===== src/rtl/pc_sequencer_if.sv =====
`default_nettype none
// +--------------------------------------------------------------------+
// | pc_sequencer_if : fetch/issue/redirect bundle for the PC sequencer |
// | Rev 1.0                                                            |
// +--------------------------------------------------------------------+
interface pc_sequencer_if;
  logic        fetchReq;
  logic [31:0] fetchAddr;
  logic        fetchAck;
  logic        instrValid;
  logic        stall;
  logic        branchTaken;
  logic [31:0] branchTarget;
  logic        jump;
  logic [31:0] jumpTarget;
  logic        exception;
  logic [31:0] pcOut;
  logic [31:0] epc;

  modport master (
    output fetchReq, fetchAddr, instrValid, pcOut, epc,
    input  fetchAck, stall, branchTaken, branchTarget, jump, jumpTarget, exception
  );

  modport slave (
    input  fetchReq, fetchAddr, instrValid, pcOut, epc,
    output fetchAck, stall, branchTaken, branchTarget, jump, jumpTarget, exception
  );
endinterface
`default_nettype wire


===== src/rtl/pc_sequencer.sv =====
`default_nettype none
// +--------------------------------------------------------------------+
// | pc_sequencer : owns the PC, sequences fetch/issue, captures EPC    |
// | Rev 1.0                                                            |
// +--------------------------------------------------------------------+
module pc_sequencer #(
  parameter logic [31:0] RESET_PC   = 32'h0000_0000,
  parameter logic [31:0] EXC_VECTOR = 32'h8000_0180
) (
  input  wire logic           clk,
  input  wire logic           reset,
  pc_sequencer_if.master      bus
);

  typedef enum logic [1:0] {
    BOOT  = 2'd0,
    FETCH = 2'd1,
    ISSUE = 2'd2
  } state_t;

  state_t      r_state;
  logic [31:0] r_pc;
  logic [31:0] r_epc;
  logic        r_fetchReq;
  logic        r_instrValid;

  logic        w_redirect;
  logic [31:0] w_target;
  logic        w_addrErr;

  // Jump outranks branch, so the target checked for alignment is the jump's when both fire.
  always_comb begin
    w_redirect = bus.jump | bus.branchTaken;
    w_target   = bus.jump ? bus.jumpTarget : bus.branchTarget;
    w_addrErr  = w_redirect & (|w_target[1:0]);
  end

  always_ff @(posedge clk or negedge reset) begin
    if (!reset) begin
      r_state      <= BOOT;
      r_pc         <= RESET_PC;
      r_epc        <= 32'h0000_0000;
      r_fetchReq   <= 1'b0;
      r_instrValid <= 1'b0;
    end else begin
      case (r_state)
        BOOT: begin
          r_state    <= FETCH;
          r_fetchReq <= 1'b1;
        end
        FETCH: begin
          if (bus.fetchAck) begin
            r_state      <= ISSUE;
            r_fetchReq   <= 1'b0;
            r_instrValid <= 1'b1;
          end
        end
        ISSUE: begin
          // Stall blocks redirects but not a raised exception.
          if (bus.exception || (!bus.stall && w_addrErr)) begin
            r_epc        <= r_pc;
            r_pc         <= EXC_VECTOR;
            r_state      <= FETCH;
            r_fetchReq   <= 1'b1;
            r_instrValid <= 1'b0;
          end else if (!bus.stall) begin
            r_pc         <= w_redirect ? w_target : r_pc + 32'd4;
            r_state      <= FETCH;
            r_fetchReq   <= 1'b1;
            r_instrValid <= 1'b0;
          end
        end
        default: begin
          r_state      <= BOOT;
          r_fetchReq   <= 1'b0;
          r_instrValid <= 1'b0;
        end
      endcase
    end
  end

  assign bus.fetchReq   = r_fetchReq;
  assign bus.fetchAddr  = r_pc;
  assign bus.instrValid = r_instrValid;
  assign bus.pcOut      = r_pc;
  assign bus.epc        = r_epc;

endmodule
`default_nettype wire


===== src/flat_wrapper.sv =====
// flat-port wrapper written by rule: the top's interface ports become plain ports
module pc_sequencer_flat 
#(
  parameter logic [31:0] RESET_PC   = 32'h0000_0000,
  parameter logic [31:0] EXC_VECTOR = 32'h8000_0180
)
  (clk, reset, bus_fetchReq, bus_fetchAddr, bus_instrValid, bus_pcOut, bus_epc, bus_fetchAck, bus_stall, bus_branchTaken, bus_branchTarget, bus_jump, bus_jumpTarget, bus_exception);
  pc_sequencer_if bus_i ();
  input  wire logic clk;
  input  wire logic reset;
  output wire logic [$bits(bus_i.fetchReq)-1:0] bus_fetchReq;
  output wire logic [$bits(bus_i.fetchAddr)-1:0] bus_fetchAddr;
  output wire logic [$bits(bus_i.instrValid)-1:0] bus_instrValid;
  output wire logic [$bits(bus_i.pcOut)-1:0] bus_pcOut;
  output wire logic [$bits(bus_i.epc)-1:0] bus_epc;
  input wire logic [$bits(bus_i.fetchAck)-1:0] bus_fetchAck;
  input wire logic [$bits(bus_i.stall)-1:0] bus_stall;
  input wire logic [$bits(bus_i.branchTaken)-1:0] bus_branchTaken;
  input wire logic [$bits(bus_i.branchTarget)-1:0] bus_branchTarget;
  input wire logic [$bits(bus_i.jump)-1:0] bus_jump;
  input wire logic [$bits(bus_i.jumpTarget)-1:0] bus_jumpTarget;
  input wire logic [$bits(bus_i.exception)-1:0] bus_exception;
  assign bus_fetchReq = bus_i.fetchReq;
  assign bus_fetchAddr = bus_i.fetchAddr;
  assign bus_instrValid = bus_i.instrValid;
  assign bus_pcOut = bus_i.pcOut;
  assign bus_epc = bus_i.epc;
  assign bus_i.fetchAck = bus_fetchAck;
  assign bus_i.stall = bus_stall;
  assign bus_i.branchTaken = bus_branchTaken;
  assign bus_i.branchTarget = bus_branchTarget;
  assign bus_i.jump = bus_jump;
  assign bus_i.jumpTarget = bus_jumpTarget;
  assign bus_i.exception = bus_exception;
  pc_sequencer #(.RESET_PC(RESET_PC), .EXC_VECTOR(EXC_VECTOR)) u_core (.clk(clk), .reset(reset), .bus(bus_i));
endmodule

===== config.mk =====
export PLATFORM = sky130hd
export DESIGN_NAME = pc_sequencer_flat
export DESIGN_NICKNAME = d
export VERILOG_FILES = /design/src/rtl/pc_sequencer_if.sv /design/src/rtl/pc_sequencer.sv /design/src/flat_wrapper.sv
export SDC_FILE = /design/constraint.sdc
export NUM_CORES = 1
export LEC_CHECK = 0
export BUFFER_PORTS_ARGS = -buffer_cell sky130_fd_sc_hd__buf_4
export CAP_MARGIN = 0
export CORE_MARGIN = 4
export CORE_UTILIZATION = 44
export CTS_BUF_LIST = sky130_fd_sc_hd__clkbuf_8
export DETAILED_ROUTE_END_ITERATION = 8
export GPL_TIMING_DRIVEN = 0
export PLACE_DENSITY = 0.81
export SYNTH_ARGS = -nofsm -noshare
export SYNTH_HDL_FRONTEND = slang
export SYNTH_SLANG_ARGS = --single-unit

===== constraint.sdc =====
create_clock -name clk -period 2 [get_ports clk]
set_input_delay 0.3 -clock clk [delete_from_list [all_inputs] [get_ports clk]]
set_output_delay 0.3 -clock clk [all_outputs]
set_load 0.03 [all_outputs]

-- Word level (Yosys, flattened, before mapping)
Index checks and enable logic that the tools add are counted.
- bits in registers: 68
- input port bits: 71
- output and inout port bits: 98
- logic and storage cells: 39
- add/subtract/negate cells: 1
- equality and inequality tests: 5
- multiplexer cells: 16
- bitwise logic cells: 3
- reductions and logical operators: 9
- operators by type and width (operator ; count):
    $mux 32 ; 4
    $add 32x3->32 const B ; 1
    $mux 1 ; 6
    $mux 2 ; 3
    $pmux 1 s3 ; 2
    $pmux 2 s3 ; 1
    $reduce_and 2->1 ; 3
    $ne 3x2->1 const B ; 1
    $reduce_and 3->1 ; 1
    $eq 2x1->1 const B ; 1
    $eq 2x2->1 const B ; 1
    $logic_not 2->1 ; 1
    $ne 2x1->1 const B ; 1
    $ne 2x2->1 const B ; 1
    $reduce_or 2->1 ; 1
    $and 1x1->1 ; 1
    $logic_and 1x1->1 ; 1
    $logic_not 1->1 ; 1
    $logic_or 1x1->1 ; 1
    $not 1->1 ; 1
    $or 1x1->1 ; 1

-- Logic depth before layout (Yosys ltp)
Gate-level depths: netlist of the first run.
- word-level depth: 7
- depth in mapped cells: 8
- depth with buffers taken out: 6

-- Least setup slack after synthesis of the first run
OpenSTA, ideal clock, no wires.
- path kind: register to register
- start point: register u_core.r_pc[14], in the netlist u_core.bus.fetchAddr[14]
- end point: register u_core.r_pc[21], in the netlist u_core.bus.fetchAddr[21]
- setup time: 121 ps
- data arrival time: 2240 ps
- required time: 1879 ps
- path slack: -361 ps
- cell stages (with the launch flop): 8
- path buffers: 2
- period minus slack after synthesis: 2361 ps
- cells stage by stage: dfrtp_1 > buf_4 > nand4_1 > or4_1 > buf_2 > or4_4 > a21o_1 > a22o_1
- word-level cells in the longest chain between the ends: 4
- ends and longest elaborated chain (what ; line ; RTL):
    start, declared ; pc_sequencer.sv:22 ; logic [31:0] r_pc;
    start signal, assigned ; pc_sequencer.sv:67 ; r_pc <= w_redirect ? w_target : r_pc + 32'd4;
    $add 32x3->32 ; pc_sequencer.sv:67 ;
    $mux 32 ; pc_sequencer.sv:67 ;
    $mux 32 ; pc_sequencer.sv:66 ; end else if (!bus.stall) begin
    $mux 32 ; pc_sequencer.sv:60 ; if (bus.exception || (!bus.stall && w_addrErr)) begin
Every way passes these cells. The select of a mux whose other input is x is not followed.
A chain may end at the register's enable or synchronous reset.

-- Worst setup path in the final report of the first run
Same ends and word-level chain as after synthesis.

==> out/qor.yml, run 1 <==
status: "finished with violations"
violations: "negative setup slack"
routed_wl_um: 12800
grt_max_degree: 68
hold_class: "in2async"
syn_nets: 479
setup_violations: 1
clk_path_buf_depth: 2
path_max_fanout: 3
dr.pass1.iters: 6
drt_iter0_drc: 250
pre_cts_slack_ns: -0.448
period_minus_slack_ns: 2.04
clk_latency_ns: 0.34
grt_usage: 0.247
synth-seq-area-share: 0.439
dieArea_um2: 10200
numCtsBuffers: 9
netlist.area_leader.share: 0.439
die_h_um: 101
drc: 0
synth.distinct_cells: 53
drv_cap: 0
use_met2: 0.416
cts_tree: "yes"
vias_per_cell: 5.68
ys_seq_elements: 67
power.density_nw_per_um2: 1360
final.setup.tns_ns: -0.0395
synthArstFlopShare: 1.00
yosys_warnings: 0
rows: 33
power_w: 0.00769
place_hpwl_um: 9470
core-area_um2: 8340
whs_ns: 0.0734
p_leak_nw: 2.76
hold_buffers: 0
start_util: 0.458
max-slew-margin-rel: 0.420
syn_area_um2: 3820
arrival_ns: 2.26
worst_path_max_delay_cell: "or4_4"
hold_viol: 0
clk_pin_slew_ns: 0.08
timing.final.crit_share: 1.02
grt_pass1_wl_um: 19900
grt_pass1_vias: 3999
path_class: "reg2reg"
end_kind: "flip-flop"
grt_busiest_layer: "met2"
diodes: 0
globalplace.congestion: 0.868
postSynthCellCount: 407
root_buffer: "clkbuf_8"
antenna_found_initial: 0
synth_ff_type: "dfrtp_1"
io_buffer_count: 167
crit_path_max_incr_delay_ns: 0.53
ff2ff_setup_slack_ns: -0.04
fin_nets: 675
start_kind: "flip-flop"
grt_use_met3: 0.0592
synth_top_cell_by_area: "dfrtp_1"
rsz0062_at_grt: "yes"
syn_avg_cell_area_um2: 9.39
htree_levels: 3
gr-total-overflow: 0
routedWlPerCell_um: 18.0
fmax_mhz: 490
worstMarginPinSlew_ns: 0.871
layout-drive-gt1-share: 0.498
layout_common_cells: "buf_4 (222), dfrtp_1 (54), o21ai_0 (41), nand2_1 (26), nor2_1 (24)"
clock_sinks: 67
ioPinCount: 169
crit_chain: "nand4_1 -> or4_4 -> or4_4 -> a21o_1 -> a22o_1"
num_vias: 4047
areaGrowthSynthToFinish_pct: 48.2
worst_ir_drop_vdd_mv: 0.768
die_x_um: 101
fillers: 666
drv_slew: 0
multiInputGateArea_um2: 1840
crit_top_cell: "or4_4"
ant_nets: 0
worst_slack_ns: -0.0395
critPathRequiredTime_ns: 2.22
regArea_um2: 1690
fin_worst_skew_ns: 0.0115
layout_commonest_cell: "buf_4"
synth_edf_count: 0
met1_usage: 0.312
ys_top_cells_by_area: "dfrtp_1 (44%), mux2_2 (6.8%), buf_4 (6.7%)"
==> registers in the layout, summed over array words and instances (netlist names) <==
signal	count
u_core.bus.fetchReq	1
u_core.bus.epc	32
u_core.bus.instrValid	1
u_core.r_state	1
u_core.bus.fetchAddr	32
==> critical path: cells and delay by family, from the launching register on <==
kind | cells | cell delay (ns)
compound gates | 2 | 0.36
flops | 1 | 0.37
simple gates | 3 | 1.19
==> per-layer routing <==
metal	vias to the layer above	part of all wire
li1	1869	-
met4	0	0.016
met2	203	0.52
met1	1951	0.38
met3	24	0.086
met5	-	0
==> synth_stat cells, types with 5 or more instances <==
library cell and n:
o31ai_1 6, mux2_2 23, buf_2 7, dfrtp_1 67
o221ai_1 5, a21o_1 9, o22ai_1 18, a22o_1 7
o21ai_0 42, nand4_1 12, a31oi_1 8, inv_1 13
nor3_1 7, buf_4 34, nand2_1 26, o2bb2ai_1 7
nor2_1 24, a21oi_1 17, clkbuf_1 16
==> path summary, 6_finish.rpt <==
path | from | to | depth (start not counted)
max reg2reg | u_core.bus.fetchAddr[14] | u_core.bus.fetchAddr[21] | 5
min reg2reg | u_core.bus.epc[17] | u_core.bus.epc[17] | 2
max in group asynchronous | reset | u_core.bus.fetchAddr[18] | 1
min in group clk | bus_fetchAck | u_core.r_state[1] | 3
min | reset | u_core.bus.fetchAddr[4] | 1
max | u_core.bus.fetchAddr[14] | u_core.bus.fetchAddr[21] | 5
==> cell type report <==
cell class	count	area share
Buffer	52	0.0594
Inverter	13	0.00862
Timing Repair Buffer	190	0.253
Clock inverter	7	0.00972
Clock buffer	9	0.0219
Multi-Input combinational cell	270	0.326
Tap cell	105	0.0232
Sequential cell	67	0.299
==> cell families after synthesis <==
| logic type | after synthesis | share of synthesized area |
|---|---|---|
| AOI/OAI and AO/OA | 133 | 0.223 |
| and+or+nand+nor | 105 | 0.144 |
| buffers and inverters | 70 | 0.104 |
| DFF | 67 | 0.439 |
| muxes | 24 | 0.0704 |
| xor gates and xnor gates | 7 | 0.0161 |
| adders and majority gates | 1 | 0.00327 |
==> report_power, final <==
| part | switching (W) | total (W) | internal, W | leakage [nW] |
|---|---|---|---|---|
| clock network | 0.000512 | 0.00107 | 0.000554 | 0.108 |
| registers | 0.000535 | 0.00241 | 0.00187 | 0.858 |
| logic | 0.00244 | 0.00422 | 0.00178 | 1.79 |
==> what timing repair did <==
action                                  CTS  global route
buffers inserted                         16             9
hold endpoints to repair                  0             0
pin swaps                                 6             8
endpoints found under the setup margin   46            46
resized for setup                        18            22
==> metrics by stage <==
step,instance area (um2),utilization,cells
after floorplan,3840,-,407
after global placement,5220,0.626,679
after detailed placement,5220,0.626,679
after CTS,5560,0.667,708
after global routing,5660,0.679,713
final,5660,0.679,713
No activity file was read; power rests on OpenSTA's default activity.
==> run 2, diff against run 1 <==
Settings changed: ABC_AREA set to 1, CORE_MARGIN 4 to not set, CORE_UTILIZATION 44 to 46, PLACE_DENSITY 0.81 to 0.83.
==> run 2 against run 1 <==
Net effect:
- the flow now finishes without violations
- synthesized cell count increased by 39%
- core utilization decreased by 2.0 points
- non-clock buffer count decreased by 25
- via count increased by 11%
- setup slack improved by 0.17 ns
- critical path type unchanged
- critical endpoint is now u_core.bus.fetchAddr[28]
- largest cell class unchanged
==> out/qor.yml, run 2 <==
hold_buffers: 0  # unchanged
io_buffer_count: 167  # unchanged
syn_avg_cell_area_um2: 7.40  # -21%
gr-total-overflow: 0  # unchanged
start_kind: "flip-flop"
synth_top_cell_by_area: "dfrtp_1"
post_cts_resized: 0  # -18
drv_slew: 0  # unchanged
fin_worst_skew_ns: 0.0104  # -0.00103 ns
synth_edf_count: 0  # unchanged
clock_sinks: 67  # unchanged
fin_nets: 816  # +21%
p_comb_frac: 0.566  # +0.017
crit_chain: "ha_1 -> nand2_1 -> nor2_4 -> nand2_2 -> nor2_2 -> nand3_1 -> nand2_1 -> nand2_1 -> nand2_1 -> nand2_1"
rows: 34  # +3.0%
cts_tree: "yes"
grt_pass1_vias: 4335  # +8.4%
drv_cap: 0  # unchanged
die_h_um: 97.4  # -3.7%
r2r_end: "u_core.bus.fetchAddr[28]"
place_hpwl_um: 10800  # +15%
clk_path_buf_depth: 2  # unchanged
period_minus_slack_ns: 1.87  # -0.172 ns
layout_common_cells: "buf_4 (199), nand2_1 (174), nor2_1 (71), dfrtp_1 (67), inv_1 (41)"
dieArea_um2: 9490  # -7.3%
internal-power_w: 0.00449  # +6.8%
worst_ir_drop_vdd_mv: 1.17  # +52%
synth_common_cells: "nand2_1 (174), nor2_1 (71), dfrtp_1 (67)"
crit_top_cell: "nand2_1"
grt_usage: 0.303  # +0.0556
worstMarginPinSlew_ns: 0.877  # +0.00601 ns
fmax_mhz: 535  # +9.2%
dr.pass1.iters: 5  # -1
ys_seq_elements: 67  # unchanged
ant_nets: 0  # unchanged
power.switching_w: 0.00430  # +23%
vias_per_cell: 5.26  # -7.4%
crit-reg2reg-launch: "u_core.bus.fetchAddr[3]"
hold_viol: 0  # unchanged
crit_path_max_incr_delay_ns: 0.50  # -0.03 ns
p_leak_nw: 2.95  # +7.0%
swShare: 0.489  # +0.0355
grt_max_degree: 68  # unchanged
layout-drive-gt1-share: 0.348  # -0.151
htree_levels: 3  # unchanged
hold_class: "in2async"
diodes: 0  # unchanged
synth.distinct_cells: 40  # -25%
rr_worst_depth: 10  # +5
timing.final.crit_share: 0.934  # -0.0860
routed_wl_um: 14100  # +9.9%
critPathRequiredTime_ns: 2.25  # +0.03 ns
syn_area_um2: 4190  # +9.6%
path_class: "reg2reg"
drt_iter0_drc: 236  # -5.6%
yosys_warnings: 0  # unchanged
max-slew-margin-rel: 0.416  # -0.00400
met2_length_um: 6890  # +4.1%
end_kind: "flip-flop"
multiInputGateArea_um2: 1950  # +5.8%
die_x_um: 97.4  # -3.7%
post-route-cell-area_um2: 5780  # +2.0%
yosysMostFrequentCell: "nand2_1"
pwr-share-clk: 0.134  # -0.005
start_util: 0.478  # +0.0197
setup_violations: 0  # -1
clk_pin_slew_ns: 0.08  # about the same
routedWlPerCell_um: 16.4  # -8.5%
grt_pass1_wl_um: 22400  # +12%
layout_commonest_cell: "buf_4"
ioPinCount: 169  # unchanged
drc: 0  # unchanged
synth_ff_type: "dfrtp_1"
fin_util: 0.659  # -0.0198
seq_power_share: 0.300  # -0.013
core-area_um2: 8760  # +5.1%
antenna_found_initial: 0  # unchanged
placed_area_um2: 5580  # +6.7%
highest-signal-layer: "met4"
areaGrowthSynthToFinish_pct: 38.0
clk_latency_ns: 0.35  # about the same
final.setup.tns_ns: 0  # +0.0395 ns
rsz0062_at_grt: "no"
wl_met1_um: 6050  # +24%
regArea_um2: 1680  # -0.96%
synth-seq-area-share: 0.400  # -0.0384
cts_post_setup_buffers_inserted: 0  # -16
syn_nets: 638  # +33%
netlist.area_leader.share: 0.400  # -0.0384
wl_met3_um: 985  # -11%
power.density_nw_per_um2: 1520  # +12%
ff2ff_setup_slack_ns: 0.13  # +0.17 ns
numCtsBuffers: 9  # unchanged
arrival_ns: 2.11  # -0.15 ns
status: "complete, no violations"
ys_top_cells_by_area: "dfrtp_1 (40%), nand2_1 (16%), nor2_1 (6.4%)"
globalplace.congestion: 0.891  # +2.7%
fillers: 778  # +17%
power_w: 0.00879  # +14%
synthArstFlopShare: 1.00  # unchanged
worst_path_max_delay_cell: "dfrtp_1"
num_vias: 4499  # +11%
path_max_fanout: 7  # +4
postSynthCellCount: 566  # +39%
root_buffer: "clkbuf_8"
run 2: changes by cell type after synthesis, sizes merged, moves of 10 or more:
cell	before	now
mux2	23	0
nand4	12	2
nand3	4	39
clkbuf	16	2
nor2	24	80
inv	13	44
nand2	27	180
run 2: worst max path at each step:
stage                            startpoint                        to  slack (ns)  cells past startpoint
finish              u_core.bus.fetchAddr[3]  u_core.bus.fetchAddr[28]        0.13                     10
global route        u_core.bus.fetchAddr[3]  u_core.bus.fetchAddr[12]        0.04                      8
CTS                 u_core.bus.fetchAddr[3]  u_core.bus.fetchAddr[28]        0.16                     10
detailed placement  u_core.bus.fetchAddr[3]  u_core.bus.fetchAddr[28]        0.17                     10
global placement    u_core.bus.fetchAddr[3]  u_core.bus.fetchAddr[28]        0.22                     10
floorplan           u_core.bus.fetchAddr[3]  u_core.bus.fetchAddr[20]        0.29                      8
run 2: kinds of logic (layout without fill, tap and decap cells):
family                   count (synthesis)  count (layout)  synth area share
buffers and inverters                   94             276             0.133
AO/OA/AOI/OAI                           90              90             0.130
AND/OR/NAND/NOR                        311             311             0.327
XOR/XNOR                                 3               3           0.00628
flip-flops                              67              67             0.400
adder cells (fa/ha/maj)                  1               1           0.00299
run 2: layer usage:
metal	global-route usage	vias to the layer above
met5	0	-
met4	0.0622	0
met3	0.0532	13
met2	0.515	200
met1	0.404	2121
li1	-	2165
run 2: power groups by stage:
stage | Combinational (W) | Sequential (W) | Clock, W
2_1_floorplan | 0.00216 | 0.00350 | 0
3_3_place_gp | 0.00491 | 0.00263 | 0
3_5_place_dp | 0.00498 | 0.00265 | 0
4_1_cts | 0.00499 | 0.00263 | 0.00119
5_1_grt | 0.00526 | 0.00272 | 0.00125
6_report | 0.00497 | 0.00264 | 0.00118
run 2: worst max-delay path, delay by kind of cell (launching register included):
family | cells | cell delay [ns]
flip-flops | 1 | 0.50
AND/OR/NAND/NOR | 9 | 1.04
adder cells (fa/ha/maj) | 1 | 0.23
run 2: metrics by stage:
stage | std cells | setup slack (ns) | hold slack (ns)
after floorplan | 566 | 0.286 | 0.00441
after global placement | 841 | 0.218 | 0.447
after detailed placement | 841 | 0.167 | 0.464
after CTS | 856 | 0.161 | 0.0939
after global routing | 856 | 0.0373 | 0.125
final | 856 | 0.132 | 0.0546
run 2: area by class of cell:
class	count	area share
multi-input combinational	405	0.338
sequential	67	0.290
timing repair buffer	167	0.217
buffer	50	0.0676
inverter	44	0.0290
clock buffer	11	0.0262
tap	108	0.0234
clock inverter	4	0.00866
